===== config.mk =====
export PLATFORM = sky130hd
export DESIGN_NAME = evt_kernel_load_ctrl
export DESIGN_NICKNAME = d
export VERILOG_FILES = /design/src/rtl/evt_kernel_load_ctrl.sv
export SDC_FILE = /design/constraint.sdc
export NUM_CORES = 1
export LEC_CHECK = 0
export ABC_AREA = 1
export CAP_MARGIN = 20
export CORE_MARGIN = 2
export CORE_UTILIZATION = 45
export DETAILED_ROUTE_END_ITERATION = 12
export HOLD_SLACK_MARGIN = 0.08
export PLACE_DENSITY = 0.9
export SYNTH_ARGS = -nofsm -noshare
export SYNTH_HDL_FRONTEND = slang
export SYNTH_SLANG_ARGS = --single-unit
export TNS_END_PERCENT = 1

===== constraint.sdc =====
create_clock -name clk_i -period 2.8 [get_ports clk_i]
set_input_delay 0.7 -clock clk_i [delete_from_list [all_inputs] [get_ports clk_i]]
set_output_delay 0.7 -clock clk_i [all_outputs]
set_load 0.01 [all_outputs]

===== src/rtl/evt_kernel_load_ctrl.sv =====
// Kernel weight memory load sequencer: streams main-bank then tail-bank words
// from a config stream, and arbitrates engine reads while idle.
module evt_kernel_load_ctrl #(
    parameter int CHANNEL_NUMBER = 64,
    parameter int DATA_WIDTH     = 32,
    localparam int ADDR_WIDTH    = $clog2(CHANNEL_NUMBER) + 2,
    localparam int CNT_WIDTH     = $clog2(CHANNEL_NUMBER) + 1
) (
    input  logic                  clk_i,
    input  logic                  rst_i,
    input  logic                  start_i,
    input  logic                  clear_i,
    input  logic [CNT_WIDTH-1:0]  n_ch_i,
    input  logic [1:0]            cfg_sel_i,
    input  logic                  in_valid_i,
    input  logic [DATA_WIDTH-1:0] in_data_i,
    output logic                  in_ready_o,
    output logic                  wr_en_o,
    output logic [ADDR_WIDTH-1:0] wr_addr_o,
    output logic [DATA_WIDTH-1:0] wr_data_o,
    output logic [1:0]            mode_o,
    output logic [1:0]            sel_o,
    input  logic                  rd_req_i,
    input  logic [ADDR_WIDTH-1:0] rd_addr_i,
    output logic                  rd_gnt_o,
    output logic [ADDR_WIDTH-1:0] rd_addr_o,
    output logic                  rd_valid_o,
    output logic                  busy_o,
    output logic                  done_o
);
    localparam logic [1:0] IDLE = 2'd0;
    localparam logic [1:0] MAIN = 2'd1;
    localparam logic [1:0] TAIL = 2'd2;
    localparam logic [1:0] DONE = 2'd3;
    localparam int XW = CNT_WIDTH + 2;

    logic [1:0]            state;
    logic [CNT_WIDTH-1:0]  n_eff;
    logic [CNT_WIDTH-1:0]  n_req;
    logic [ADDR_WIDTH-1:0] beat;
    logic [XW-1:0]         main_last;
    logic [XW-1:0]         tail_last;
    logic                  last_main;
    logic                  last_tail;
    logic                  loading;
    logic                  accept;

    assign n_req = (n_ch_i > CNT_WIDTH'(CHANNEL_NUMBER)) ? CNT_WIDTH'(CHANNEL_NUMBER) : n_ch_i;

    // Only evaluated while loading, so n_eff is nonzero and nothing underflows.
    assign main_last = {n_eff, 2'b00} - XW'(1);
    assign tail_last = ((XW'(n_eff) + XW'(1)) >> 1) - XW'(1);
    assign last_main = (XW'(beat) == main_last);
    assign last_tail = (XW'(beat) == tail_last);

    assign loading    = (state == MAIN) || (state == TAIL);
    assign accept     = in_valid_i & loading;
    assign in_ready_o = loading;
    assign busy_o     = (state != IDLE);
    assign done_o     = (state == DONE);

    // A start in the same cycle wins over a read request.
    assign rd_gnt_o  = rd_req_i & (state == IDLE) & ~start_i & ~wr_en_o;
    assign rd_addr_o = rd_addr_i;

    always_ff @(posedge clk_i) begin
        if (rst_i) begin
            state      <= IDLE;
            n_eff      <= '0;
            beat       <= '0;
            sel_o      <= 2'b00;
            wr_en_o    <= 1'b0;
            wr_addr_o  <= '0;
            wr_data_o  <= '0;
            mode_o     <= 2'b00;
            rd_valid_o <= 1'b0;
        end else begin
            rd_valid_o <= rd_gnt_o;
            wr_en_o    <= 1'b0;
            mode_o     <= 2'b00;
            if (clear_i) begin
                state <= IDLE;
                n_eff <= '0;
                beat  <= '0;
            end else begin
                case (state)
                    IDLE: begin
                        if (start_i) begin
                            n_eff <= n_req;
                            sel_o <= cfg_sel_i;
                            beat  <= '0;
                            state <= (n_req == '0) ? DONE : MAIN;
                        end
                    end
                    MAIN: begin
                        if (accept) begin
                            wr_en_o   <= 1'b1;
                            wr_addr_o <= beat;
                            wr_data_o <= in_data_i;
                            mode_o    <= 2'b01;
                            if (last_main) begin
                                beat  <= '0;
                                state <= TAIL;
                            end else begin
                                beat <= beat + ADDR_WIDTH'(1);
                            end
                        end
                    end
                    TAIL: begin
                        if (accept) begin
                            wr_en_o   <= 1'b1;
                            wr_addr_o <= beat;
                            wr_data_o <= in_data_i;
                            mode_o    <= 2'b10;
                            if (last_tail) begin
                                beat  <= '0;
                                state <= DONE;
                            end else begin
                                beat <= beat + ADDR_WIDTH'(1);
                            end
                        end
                    end
                    default: state <= IDLE;
                endcase
            end
        end
    end
endmodule


==> results of run 1 <==
## cells in the final DEF (no fill, tap or decap), types with 4 or more instances in the layout
master             n
nand2_1          141
clkdlybuf4s50_1   95
dfxtp_1           61
a21oi_1           50
inv_1             34
nor2_1            29
nand3_1           23
a211oi_1          11
o21ai_0            9
ha_1               9
clkbuf_8           9
nor3_1             8
xor2_1             8
nand2_2            5
nand3_2            5
nand4_1            5
nand2_4            4
buf_4              4
## kinds of logic after synthesis
family	Yosys count	synth area share [%]
compound gates	77	13.3
xor+xnor	11	3.00
fa+ha+maj	9	3.51
buf+inv	66	9.12
flops	63	39.3
simple gates	229	31.8
## layout make-up
class	instances	area, µm²
Fill cell	584	2460
Multi-Input combinational cell	326	1660
Sequential cell	63	1260
Timing Repair Buffer	100	993
Inverter	39	146
Clock buffer	10	128
Tap cell	96	120
Clock inverter	6	61.3
## metal layers
metal / vias up / wire length [µm] / GRT usage (%)
met5: - / 0 / 0
met4: 0 / 295 / 11.7
met3: 28 / 499 / 4.85
met2: 119 / 4350 / 37.6
met1: 1540 / 3690 / 27.7
li1: 1630 / - / -
## through the flow
stage / utilization, % / power (mW)
floorplan: - / 1.12
global placement: 61.2 / 1.24
detailed placement: 61.2 / 1.25
CTS: 64.0 / 2.01
global route: 64.0 / 2.09
finish: 64.0 / 2.01
## sequential cells by signal, indices dropped and copies added (netlist names)
name / flops
wr_data_o: 32
beat: 8
wr_addr_o: 8
n_eff: 7
mode_o: 2
sel_o: 2
state: 2
rd_valid_o: 1
wr_en_o: 1
## worst max-delay path by stage
stage / cells after the start / slack [ns] / endpoint
detailed placement: 5 / 0.07 / rd_gnt_o
global route: 14 / 0.05 / state[1]
finish: 14 / 0.26 / state[1]
floorplan: 14 / 0.65 / state[1]
CTS: 5 / 0.06 / rd_gnt_o
global placement: 5 / 0.1 / rd_gnt_o
## power by group through the flow
| stage | combinational (mW) | clock [mW] | sequential [mW] |
|---|---|---|---|
| global route | 0.334 | 0.815 | 0.937 |
| global placement | 0.290 | 0 | 0.953 |
| finish | 0.304 | 0.772 | 0.935 |
| detailed placement | 0.299 | 0 | 0.955 |
| CTS | 0.303 | 0.773 | 0.935 |
| floorplan | 0.168 | 0 | 0.956 |
## worst reg2reg max path, cell delays in order, from the launching register on
cell and delay (ns):
dfxtp_2 0.40, inv_2 0.09, ha_1 0.34, inv_1 0.10, ha_1 0.30, nand2_1 0.08, nand2_1 0.06, a211oi_1 0.29
nand3_1 0.14, nor2_1 0.14, nand3_2 0.13, nand2_4 0.11, nand3_1 0.10, nand2_1 0.09, a21oi_1 0.07
## repair_timing
action	in CTS	in global routing
gates resized for setup	0	3
setup endpoints to repair	0	7
setup buffers	0	0
==> flow_summary.json, run 1 <==
{
  "status": "complete, no violations",
  "avgSynthCellArea_um2": 7.05,
  "synth_seq_cells": 63,
  "swShare_pct": 26.9,
  "power_density_nw_per_um2": 460,
  "reg2reg_from": "n_eff[0]",
  "placementRows": 30,
  "synth.most_common_cell": "nand2_1",
  "htree_levels": 3,
  "yosys.cell_types.count": 31,
  "routabilityCongestion": 0.937,
  "worstPathRequired_ns": 3.00,
  "die_w_um": 88.5,
  "critPathMaxFanout": 5,
  "synth_nets": 519,
  "routed_via_density": 5.18,
  "clk_path_buf_depth": 2,
  "ys_warn_count": 0,
  "grt-ovfl-total": 0,
  "drive_above_1_share_pct": 8.27,
  "slew_headroom_pct": 65.0,
  "final_area_um2": 4380,
  "io_buffers": 96,
  "drc": 0,
  "die_area_um2": 7820,
  "synth_area_um2": 3210,
  "cp_top_family": "simple AND/OR/NAND/NOR gates",
  "synth_edf_count": 0,
  "crit_buf_inv": 2,
  "numPlacedInstances": 624,
  "p_leak_nw": 1.68,
  "finalSetupViolations": 0,
  "ios": 113,
  "ys.flop_type": "dfxtp_1",
  "wire_per_inst_um": 13.8,
  "antenna_cells": 0,
  "drt_iter0_drc": 176,
  "fin_worst_skew_ns": 0.00756,
  "dpl_cell_area_um2": 4180,
  "cts_buffers": 9,
  "final_nets": 603,
  "max_freq_mhz": 393,
  "hold_viol_final": 0,
  "end_kind": "flip-flop",
  "via_count": 3317,
  "crit_chain": "inv_2 > ha_1 > inv_1 > ha_1 > nand2_1 > nand2_1 > a211oi_1 > nand3_1 > nor2_1 > nand3_2 > nand2_4 > nand3_1 > nand2_1 > a21oi_1",
  "cp_slowest_cell": "dfxtp_2",
  "yosysSeqAreaShare_pct": 39.3,
  "grt_max_degree": 48,
  "min_period_ns": 2.54,
  "hold_class": "reg -> reg",
  "reg2reg_to": "state[1]",
  "cpMostUsedCell": "nand2_1",
  "ys_top_cells_by_count": "nand2_1 (141), dfxtp_1 (63), a21oi_1 (50), inv_1 (34), nor2_1 (30)",
  "combPwrFrac_pct": 15.1,
  "crit_start": "n_eff[0]",
  "worst_slack_ns": 0.258,
  "crit_type": "reg -> reg",
  "async_flop_share_pct": 0,
  "r2r_setup_slack_ns": 0.26,
  "worstSkewPairLatency_ns": 0.35,
  "peakVddDrop_mv": 0.267,
  "cts_tree": "built",
  "drt_wl_total_mm": 8.83,
  "finalNonFillerCells": 640,
  "cts.sinks": 63,
  "initial_core_util_pct": 47.0,
  "drv_slew": 0,
  "hold_ws_ns": 0.461,
  "syn_inst": 455,
  "synth_top_area_share_pct": 39.3,
  "clkPwrFrac_pct": 38.4,
  "firstDrtPassIters": 4,
  "cts_hold_buf": 0,
  "drv_cap": 0,
  "core_region_area_um2": 6830,
  "critPathLaunchType": "flip-flop",
  "syn_to_final_growth_pct": 36.3,
  "cp.arrival_ns": 2.75,
  "grt_pass1_vias": 3113,
  "tns_ns": 0,
  "min_delay_path_depth": 2,
  "antenna_found_initial": 0,
  "synthTopCellsByArea": "dfxtp_1 (39%), nand2_1 (16%), a21oi_1 (7.8%)",
  "period_share_pct": 90.8,
  "internal_power_mw": 1.47,
  "grt_pass1_wl_mm": 14.0,
  "clkTransAtPathRegs_ns": 0.07,
  "netSwitchingPower_mw": 0.540,
  "rsz0062_at_grt": "no",
  "critPathMaxStageDelay_ns": 0.40,
  "dp_hpwl_mm": 6.28,
  "min-delay-start": "wr_data_o[15]",
  "ant_nets": 0,
  "rr_worst_depth": 14,
  "worst_pin_slew_ns": 0.525,
  "fp.dieH_um": 88.5,
  "hold_end": "wr_data_o[15]",
  "p_seq_share_pct": 46.5,
  "cts-root-buf": "clkbuf_8",
  "pre_cts_ws_ns": 0.0734,
  "groute.usage.overall_pct": 22.7,
  "synth_top_cell_by_area": "dfxtp_1"
}
No activity file was read; power rests on OpenSTA's default activity.
==> inputs of run 2 (changes only) <==
PLACE_DENSITY = 0.8   (was 0.9)
SLEW_MARGIN = 10   (was unset)
clock period = 2.6 ns   (was 2.8 ns; I/O delays follow)
==> flow_summary.json, run 2 (synthesis gave the netlist of run 1 again) <==
{
  "drc": 0,
  "cp_slowest_cell": "clkdlybuf4s50_1",
  "hold_class": "reg -> reg",
  "ios": 113,
  "drv_slew": 0,
  "end_kind": "output pin",
  "groute.usage.overall_pct": 22.1,
  "dp_hpwl_mm": 6.33,
  "antenna_cells": 0,
  "cpMostUsedCell": "inv_1",
  "die_area_um2": 7820,
  "max_freq_mhz": 413,
  "wire_per_inst_um": 13.6,
  "grt_max_degree": 45,
  "cp_top_family": "buffers and inverters",
  "r2r_setup_slack_ns": 0.26,
  "placementRows": 30,
  "cp.arrival_ns": 1.77,
  "crit_chain": "inv_1 > ha_1 > inv_1 > clkdlybuf4s50_1",
  "crit_type": "reg -> out",
  "grt_pass1_wl_mm": 13.6,
  "top_regs": "wr_data_o: 32 flops, beat: 8 flops, wr_addr_o: 8 flops",
  "layout_common_cells": "nand2_1 (141), clkdlybuf4s50_1 (95), dfxtp_1 (61)",
  "largest_reg_flops": 32,
  "cts.sinks": 63,
  "crit_buf_inv": 3,
  "grt_pass1_vias": 2935,
  "cts_buffers": 9,
  "utilization_pct": 64.8,
  "min-delay-start": "wr_data_o[23]",
  "hold_end": "wr_data_o[23]",
  "clkTransAtPathRegs_ns": 0.08,
  "routed_via_density": 5.00,
  "slew_headroom_pct": 66.1,
  "routabilityCongestion": 0.889,
  "worst_pin_slew_ns": 0.507,
  "syn_to_final_growth_pct": 38.0,
  "drt_iter0_drc": 178,
  "critPathMaxStageDelay_ns": 0.56,
  "rr_worst_depth": 14,
  "peakVddDrop_mv": 0.423,
  "die_w_um": 88.5,
  "fin_worst_skew_ns": 0.0108,
  "reg2reg_to": "beat[2]",
  "power_density_nw_per_um2": 516,
  "clk_path_buf_depth": 2,
  "crit_start": "state[0]",
  "cts_tree": "built",
  "via_count": 3218,
  "critPathLaunchType": "flip-flop",
  "worstSkewPairLatency_ns": 0.34,
  "finalSetupViolations": 0,
  "min_delay_path_depth": 2,
  "status": "complete, no violations",
  "rsz0062_at_grt": "no",
  "fp.dieH_um": 88.5,
  "final_common_cell": "nand2_1",
  "drv_cap": 0,
  "critPathMaxFanout": 5,
  "io_buffers": 96,
  "min_period_ns": 2.42,
  "ant_nets": 0,
  "worstPathRequired_ns": 1.95,
  "initial_core_util_pct": 47.0,
  "period_share_pct": 93.1,
  "p_leak_nw": 1.69,
  "grt-ovfl-total": 0,
  "reg2reg_from": "n_eff[0]",
  "drive_above_1_share_pct": 8.78,
  "largest_register": "wr_data_o",
  "hold_viol_final": 0,
  "cts-root-buf": "clkbuf_8",
  "core_region_area_um2": 6830,
  "total_power_mw": 2.29,
  "antenna_found_initial": 0,
  "firstDrtPassIters": 4,
  "final_nets": 606,
  "drt_wl_total_mm": 8.71,
  "htree_levels": 3
}
run 2: worst max-delay path by stage:
stage,to,slack (ns),cells past startpoint
5_1_grt,state[0],0.05,14
2_1_floorplan,state[1],0.45,14
3_3_place_gp,rd_gnt_o,-0.004,5
6_report,busy_o,0.18,4
3_5_place_dp,rd_gnt_o,-0.02,5
4_1_cts,busy_o,0.17,4
run 2: per-stage QoR:
stage	hold WS (ns)	worst slack [ns]	setup TNS, ns	area, µm²	cells
finish	0.460	0.178	0	4430	643
global route	0.479	0.0507	0	4430	643
CTS	0.462	0.165	0	4430	643
detailed placement	0.447	-0.0245	-0.0245	4200	627
global placement	0.446	-0.00396	-0.00396	4200	627
floorplan	0.483	0.453	0	3210	455
run 2: tightest hold or removal path, cell delays in order, from the launching register on:
cell	delay [ns]
dfxtp_1	0.31
nand2_1	0.06
a21oi_1	0.05
run 2: final cells by class:
cell class | instances | area [µm²]
clock inverter | 5 | 81.3
sequential | 63 | 1260
inverter | 39 | 146
tap | 96 | 120
timing repair buffer | 103 | 1010
clock buffer | 11 | 141
fill | 595 | 2400
multi-input combinational | 326 | 1660
run 2: power breakdown:
part	leakage (nW)	switching [mW]	internal, mW
clock network	0.110	0.388	0.566
registers	0.510	0.0179	0.987
logic	1.07	0.168	0.160
run 2: what timing repair did:
action | CTS | global route
hold buffers | 0 | 0
endpoints found under the setup margin | 1 | 10
endpoints found under the hold margin | 0 | 0
setup buffers | 0 | 0
pin swaps | 0 | 0
resized for setup | 1 | 2
run 2: per-layer routing:
layer / GRT usage (%) / routed length [µm]
met1: 29.2 / 3730
met2: 35.1 / 4220
met3: 5.88 / 543
met4: 7.99 / 221
met5: 0 / 0
==> inputs of run 3 (changes only) <==
--- a/config.mk
+++ b/config.mk
@@ -9,3 +9,2 @@
 export CAP_MARGIN = 20
-export CORE_MARGIN = 2
 export CORE_UTILIZATION = 45
--- a/constraint.sdc
+++ b/constraint.sdc
@@ -3,2 +3,2 @@
 set_output_delay 0.65 -clock clk_i [all_outputs]
-set_load 0.01 [all_outputs]
+set_load 0.02 [all_outputs]
==> flow_summary.json, run 3 (synthesis gave the netlist of run 1 again) <==
{
  "status": "complete, no violations",
  "worstSkewPairLatency_ns": 0.34,
  "crit_path_end": "busy_o",
  "cp_slowest_cell": "clkdlybuf4s50_1",
  "clkTransAtPathRegs_ns": 0.08,
  "critPathMaxStageDelay_ns": 0.63,
  "crit_start": "state[0]",
  "cts.sinks": 63,
  "peakVddDrop_mv": 0.429,
  "drv_slew": 0,
  "cts_hold_buf": 0,
  "final_nets": 607,
  "finalSetupViolations": 0,
  "reg2reg_from": "n_eff[0]",
  "layout_common_cells": "nand2_1 (141), clkdlybuf4s50_1 (95), dfxtp_1 (61)",
  "top_regs": "wr_data_o: 32 flops, beat: 8 flops, wr_addr_o: 8 flops",
  "grt_max_degree": 45,
  "power_density_nw_per_um2": 503,
  "drv_cap": 0,
  "cts_buffers": 9,
  "rsz0062_at_grt": "no",
  "utilization_pct": 64.9,
  "critPathLaunchType": "flip-flop",
  "die_area_um2": 7470,
  "max_freq_mhz": 402,
  "io_buffers": 96,
  "rr_worst_depth": 14,
  "largest_register": "wr_data_o",
  "worst_pin_slew_ns": 0.512,
  "antenna_found_initial": 0,
  "p_leak_nw": 1.69,
  "final_area_um2": 4430,
  "dp_hpwl_mm": 6.19,
  "initial_core_util_pct": 47.0,
  "grt_pass1_vias": 2973,
  "end_kind": "output pin",
  "cts_tree": "built",
  "clk_path_buf_depth": 2,
  "cpMostUsedCell": "inv_1",
  "reg2reg_to": "beat[7]",
  "hold_viol_final": 0,
  "core_region_area_um2": 6830,
  "final_common_cell": "nand2_1",
  "via_count": 3210,
  "drt_wl_total_mm": 8.51,
  "fp.dieH_um": 86.5,
  "slew_headroom_pct": 65.8,
  "drc": 0,
  "worstPathRequired_ns": 1.95,
  "cts-root-buf": "clkbuf_8",
  "cp.arrival_ns": 1.84,
  "ios": 113,
  "grt_pass1_wl_mm": 13.6,
  "drt_iter0_drc": 138,
  "routabilityCongestion": 0.886,
  "dpl_cell_area_um2": 4220,
  "largest_reg_flops": 32,
  "antenna_cells": 0,
  "ant_nets": 0,
  "groute.usage.overall_pct": 23.2,
  "postCtsSetupBuffers": 0,
  "crit_chain": "inv_1 > ha_1 > inv_1 > clkdlybuf4s50_1",
  "min_period_ns": 2.49,
  "fin_worst_skew_ns": 0.00935,
  "placementRows": 30,
  "grt-ovfl-total": 0,
  "hold_class": "reg -> reg",
  "crit_type": "reg -> out",
  "wire_per_inst_um": 13.2,
  "critPathMaxFanout": 5,
  "drive_above_1_share_pct": 9.12,
  "routed_via_density": 4.98,
  "min-delay-start": "wr_data_o[22]",
  "die_w_um": 86.5,
  "syn_to_final_growth_pct": 38.1,
  "cp_top_family": "buffers and inverters",
  "htree_levels": 3,
  "r2r_setup_slack_ns": 0.22,
  "period_share_pct": 95.7,
  "cp_num_cells": 4,
  "firstDrtPassIters": 4,
  "crit_buf_inv": 3
}
==> run 3: cell count changes in the layout (fill, tap and decap cells not counted), sizes merged <==
| cell | delta |
|---|---|
| clkinv | +1 |
| clkbuf | -1 |
| inv | +1 |
| buf | +1 |
| bufinv | -1 |
==> run 3: what timing repair did <==
item                                    CTS  global route
endpoints found under the setup margin    1             7
resized for setup                         1             2
cloned                                    0             0
==> run 3: stage by stage <==
stage / TNS, ns / worst slack (ns) / hold WS (ns) / power [mW] / cells
4_1_cts: 0 / 0.101 / 0.465 / 2.24 / 644
2_1_floorplan: 0 / 0.453 / 0.488 / 1.23 / 455
6_report: 0 / 0.111 / 0.461 / 2.23 / 644
3_5_place_dp: -0.0889 / -0.0889 / 0.453 / 1.37 / 628
5_1_grt: 0 / 0.0265 / 0.475 / 2.33 / 644
3_3_place_gp: -0.0812 / -0.0812 / 0.448 / 1.37 / 628
==> run 3: final cells by class <==
cell class                 count  area [µm²]
fill                         612        2400
multi-input combinational    326        1660
sequential                    63        1260
timing repair buffer         104        1030
inverter                      39         146
clock buffer                  10         138
tap                           96         120
clock inverter                 6        68.8
==> run 3: report_power, final <==
group | internal [mW] | leakage, nW | switching [mW]
sequential | 0.987 | 0.510 | 0.0181
combinational | 0.164 | 1.08 | 0.184
clock | 0.473 | 0.103 | 0.403
total | 1.62 | 1.69 | 0.605
==> run 3: per-layer routing <==
metal | global-route usage [%] | up-vias | part of all wire, %
met4 | 8.94 | 0 | 1.4
met1 | 28.5 | 1469 | 42
li1 | - | 1646 | -
met2 | 39.5 | 85 | 51
met3 | 5.33 | 10 | 5.4
met5 | 0 | - | 0
==> run 3: tightest hold or removal path, cell delays in order (launching register included) <==
cell	delay, ns
dfxtp_1	0.31
nand2_1	0.06
a21oi_1	0.05
==> run 3: worst min path at each step <==
stage                          to  slack [ns]  depth (start not counted)
floorplan                state[1]        0.49                          2
global placement    wr_data_o[18]        0.45                          2
detailed placement   wr_data_o[5]        0.45                          2
CTS                  wr_data_o[5]        0.46                          2
global route        wr_data_o[15]        0.47                          2
finish              wr_data_o[22]        0.46                          2
